### src/rtl/fft_frame_sequencer.sv
// Control FSM for one radix-2 FFT frame: load samples, step through the butterfly stages, unload results.
// Define FFT_BITREV_LOAD_EN to store loaded samples at bit-reversed buffer addresses.
module fft_frame_sequencer #(
  parameter int NPOINT     = 16,
  parameter int ADDR_W     = 4,
  parameter int DATA_W     = 32,
  parameter int NUM_STAGES = 4,
  parameter int STAGE_W    = 2,
  parameter int BF_LAT     = 2
) (
  input  logic               clk,
  input  logic               rst,
  input  logic               in_valid,
  output logic               in_ready,
  input  logic [DATA_W-1:0]  in_data,
  output logic               out_valid,
  input  logic               out_ready,
  output logic [DATA_W-1:0]  out_data,
  output logic               write_enable,
  output logic [ADDR_W-1:0]  write_address,
  output logic [DATA_W-1:0]  data_in,
  output logic               read_enable,
  output logic [ADDR_W-1:0]  read_address,
  input  logic [DATA_W-1:0]  data_out,
  output logic [STAGE_W-1:0] stage,
  output logic               write_back,
  output logic               busy,
  output logic               done
);
  // state   | meaning
  // LOAD    | accept NPOINT input words into the buffer
  // COMPUTE | wait BF_LAT cycles for the butterfly pipeline on the current stage
  // WB      | one-cycle commit of butterfly outputs, then next stage or unload
  // UNLOAD  | stream NPOINT results out of the buffer in natural order
  typedef enum logic [1:0] {LOAD, COMPUTE, WB, UNLOAD} state_t;

  localparam int LAT_W = (BF_LAT > 1) ? $clog2(BF_LAT) : 1;
  localparam logic [ADDR_W-1:0]  CNT_LAST   = ADDR_W'(NPOINT - 1);
  localparam logic [LAT_W-1:0]   LAT_LAST   = LAT_W'(BF_LAT - 1);
  localparam logic [STAGE_W-1:0] STAGE_LAST = STAGE_W'(NUM_STAGES - 1);

  state_t             state, state_n;
  logic [ADDR_W-1:0]  cnt, cnt_n;
  logic [LAT_W-1:0]   lat, lat_n;
  logic [STAGE_W-1:0] stage_q, stage_n;
  logic               done_q, done_n;
  logic [ADDR_W-1:0]  load_addr;

  always_ff @(posedge clk) begin
    if (rst) begin
      state   <= LOAD;
      cnt     <= '0;
      lat     <= '0;
      stage_q <= '0;
      done_q  <= 1'b0;
    end else begin
      state   <= state_n;
      cnt     <= cnt_n;
      lat     <= lat_n;
      stage_q <= stage_n;
      done_q  <= done_n;
    end
  end

`ifdef FFT_BITREV_LOAD_EN
  // Decimation-in-time stages expect the frame in bit-reversed order.
  always_comb begin
    load_addr = '0;
    for (int i = 0; i < ADDR_W; i++) load_addr[i] = cnt[ADDR_W-1-i];
  end
`else
  assign load_addr = cnt;
`endif

  always_comb begin
    state_n      = state;
    cnt_n        = cnt;
    lat_n        = lat;
    stage_n      = stage_q;
    done_n       = 1'b0;
    in_ready     = 1'b0;
    write_enable = 1'b0;
    read_enable  = 1'b0;
    out_valid    = 1'b0;
    write_back   = 1'b0;
    busy         = 1'b0;
    unique case (state)
      LOAD: begin
        in_ready     = 1'b1;
        write_enable = in_valid;
        if (in_valid) begin
          if (cnt == CNT_LAST) begin
            cnt_n   = '0;
            lat_n   = '0;
            stage_n = '0;
            state_n = COMPUTE;
          end else begin
            cnt_n = cnt + 1'b1;
          end
        end
      end
      COMPUTE: begin
        busy = 1'b1;
        if (lat == LAT_LAST) state_n = WB;
        else                 lat_n   = lat + 1'b1;
      end
      WB: begin
        busy       = 1'b1;
        write_back = 1'b1;
        if (stage_q == STAGE_LAST) begin
          stage_n = '0;
          cnt_n   = '0;
          state_n = UNLOAD;
        end else begin
          stage_n = stage_q + 1'b1;
          lat_n   = '0;
          state_n = COMPUTE;
        end
      end
      UNLOAD: begin
        out_valid   = 1'b1;
        read_enable = 1'b1;
        if (out_ready) begin
          if (cnt == CNT_LAST) begin
            cnt_n   = '0;
            done_n  = 1'b1;
            state_n = LOAD;
          end else begin
            cnt_n = cnt + 1'b1;
          end
        end
      end
      default: state_n = LOAD;
    endcase
  end

  assign write_address = load_addr;
  assign data_in       = in_data;
  assign read_address  = cnt;
  assign out_data      = data_out;
  assign stage         = stage_q;
  assign done          = done_q;

endmodule

### config.mk
export PLATFORM = sky130hd
export DESIGN_NAME = fft_frame_sequencer
export DESIGN_NICKNAME = d
export VERILOG_FILES = /design/src/rtl/fft_frame_sequencer.sv
export SDC_FILE = /design/constraint.sdc
export NUM_CORES = 1
export LEC_CHECK = 0
export CAP_MARGIN = 10
export CORE_MARGIN = 8
export CORE_UTILIZATION = 23
export DETAILED_ROUTE_END_ITERATION = 7
export PLACE_DENSITY = 0.79
export SYNTH_ARGS = -nofsm -noshare
export SYNTH_HDL_FRONTEND = slang
export SYNTH_SLANG_ARGS = --single-unit
### constraint.sdc
create_clock -name clk -period 1.55 [get_ports clk]
set_input_delay 0.465 -clock clk [delete_from_list [all_inputs] [get_ports clk]]
set_output_delay 0.465 -clock clk [all_outputs]
set_load 0.1 [all_outputs]
==> out/metrics.cfg <==
[status]
status = finished with violations
violations = negative setup slack

[synthesis]
ys_types = 30
avgSynthCellArea_sq_um = 8.19
synth_top_area_share_pct = 45.8
syn_nets = 213
synth_ff_type = dfxtp_1
synth-edff-count = 0
ys_seq_area_share_pct = 17.7
yosys-top-cells-count = buf_4 (69), dfxtp_1 (10), a21oi_1 (8)
ys_ff_latch = 10
synthCells = 138
synth_top_cell_by_area = buf_4
synth_area_sq_um = 1130
synthTopCellsByArea = buf_4 (46%), dfxtp_1 (18%), ha_1 (7.8%)
synth_most_common_cell = buf_4
yosys_warnings = 0
async_flop_share_pct = 0

[drt]
drt-initial-drc-count = 18
ant_nets = 0
vias_per_cell = 4.21
first_pass_iters = 4
routed_wl_mm = 2.82
num_vias = 779
drc = 0
wl_per_cell_um = 15.3

[placement]
hpwlAfterDp_mm = 2.03
dpl.cell_count = 171
gp_congestion = 0.841
io_buffers = 20

[setup_path]
crit_path_max_incr_delay_ns = 0.38
slowest_stage = dfxtp_4
path_cells = inv_4 > ha_4 > buf_6 > buf_12
worstSetupPathType = reg -> out
worstPathRequired_ns = 1.08
worstPathArrival_ns = 1.22
critical-path-top-delay-family = flip-flops
worstSetupEndpointType = output pin
path_buf_inv = 3
start_kind = flip-flop
crit_fanout = 3

[worst_hold_path]
worst_hold_path_type = reg -> reg

[cts]
htree_levels = 1
cts-root-buf = clkbuf_8
cts_tree = built
clock_sinks = 10
cts_buffers = 3
clock_latency_ns = 0.25
clock_path_buffers = 2
cts.clk_slew.worst_paths_ns = 0.06

[sta]
rsz0062_at_grt = yes
setup_ws_ns = -0.132
finalMaxSlewViolations = 0
min_period_ns = 1.68
slew_headroom_pct = 79.4
finalCritPeriodShare_pct = 109
worst_pin_slew_ns = 0.309
setup_viol = 10
clock.fmax_mhz = 595
finalHoldViolations = 0
skew_ns = 0.00582

[finish]
drive_gt1_share_pct = 65.3
diodes = 0
finish.utilization_pct = 31.1
seq_area_sq_um = 225
layout.nets = 194
fillCellCount = 482
fin_cells = 185
area_growth_pct = 30.0
multi_input_area_sq_um = 488

[power]
ir_drop_v = 0.000706
static-leakage-power_nw = 0.578
powerDensity_nw_per_um2 = 1240

[global_routing]
antenna_found_initial = 0
gr-total-overflow = 0
grt_usage_pct = 7.50
grt_pass1_wl_mm = 4.37
first_global_vias = 876
grt_max_degree = 12

[job]
maxCapViolCount = 0

[floorplan]
start_util_pct = 23.9
core_sq_um = 4720
rows = 25
io_pins = 149
die_w_um = 86.1
die_area_sq_um = 7410
die_h_um = 86.1

-- worst reg2reg max path: cells and delay by family (launching register included) --
family	cells	cell delay, ns
AND/OR/NAND/NOR	2	0.64
flip-flops	1	0.38
AO/OA/AOI/OAI	2	0.28
adder cells (fa/ha/maj)	1	0.24
buffers and inverters	1	0.05
-- through the flow --
stage	power, W	hold slack [ns]	cell area (sq um)	setup WS (ns)	setup TNS [ns]
floorplan	0.00175	0.461	1210	-0.211	-1.02
global placement	0.00131	0.477	1250	-0.349	-2.44
detailed placement	0.00133	0.490	1250	-0.386	-2.62
CTS	0.00174	0.502	1400	-0.130	-0.679
global route	0.00190	0.544	1470	-0.164	-1.19
finish	0.00183	0.528	1470	-0.132	-0.789
-- sequential cells by signal, indices dropped and copies added (netlist names) --
register,cells
read_address,4
state,2
lat,1
done,1
stage,2
-- final cells by class --
type                       instances  area share [%]
timing repair buffer              47            40.9
multi-input combinational         54            33.2
sequential                        10            15.3
tap                               67            5.71
clock buffer                       4            3.75
inverter                           3            1.11
-- what timing repair did --
action	CTS	global route
hold buffers	0	0
hold endpoints to repair	0	0
gates resized for setup	13	12
pin swaps	8	6
buffers inserted	7	3
setup endpoints to repair	13	13
-- routing by layer --
layer | vias to the layer above | track usage, % | part of all wire [%]
met3 | 29 | 4.01 | 11
li1 | 352 | - | -
met4 | 0 | 6.69 | 5.8
met2 | 38 | 12.0 | 48
met1 | 360 | 6.79 | 36
met5 | - | 0 | 0
-- placed cells by master (no fill, tap or decap), drive strengths merged, types with 2 or more instances in the layout --
| cell | n |
|---|---|
| clkbuf | 4 |
| nand2 | 4 |
| nor3b | 2 |
| nor2 | 7 |
| o21ai | 4 |
| nand4 | 2 |
| and2 | 2 |
| nand3 | 3 |
| or4 | 2 |
| dlygate4sd2 | 2 |
| dfxtp | 10 |
| buf | 44 |
| inv | 3 |
| ha | 7 |
| a21oi | 8 |
-- logic make-up after synthesis --
| group | count (synthesis) | synth area share, % |
|---|---|---|
| flops | 10 | 17.7 |
| mux | 2 | 1.88 |
| fa+ha+maj | 7 | 7.75 |
| simple gates | 28 | 14.2 |
| buf+inv | 74 | 48.0 |
| compound gates | 17 | 10.5 |
-- where the power goes --
group / switching [W] / internal [W] / leakage [nW]
Sequential: 0.0000313 / 0.000287 / 0.0865
Clock: 0.000121 / 0.000225 / 0.0288
Combinational: 0.000650 / 0.000512 / 0.463
Total: 0.000802 / 0.00102 / 0.578
-- final timing paths --
kind / from / to / slack [ns] / cells past startpoint
worst max-delay path: state[0] / busy / -0.13 / 4
worst min register to register: stage[1] / stage[1] / 0.53 / 2
worst max register to register: state[1] / read_address[2] / -0.11 / 6
worst min-delay path: stage[1] / stage[1] / 0.53 / 2
No activity file was read; power rests on OpenSTA's default activity.
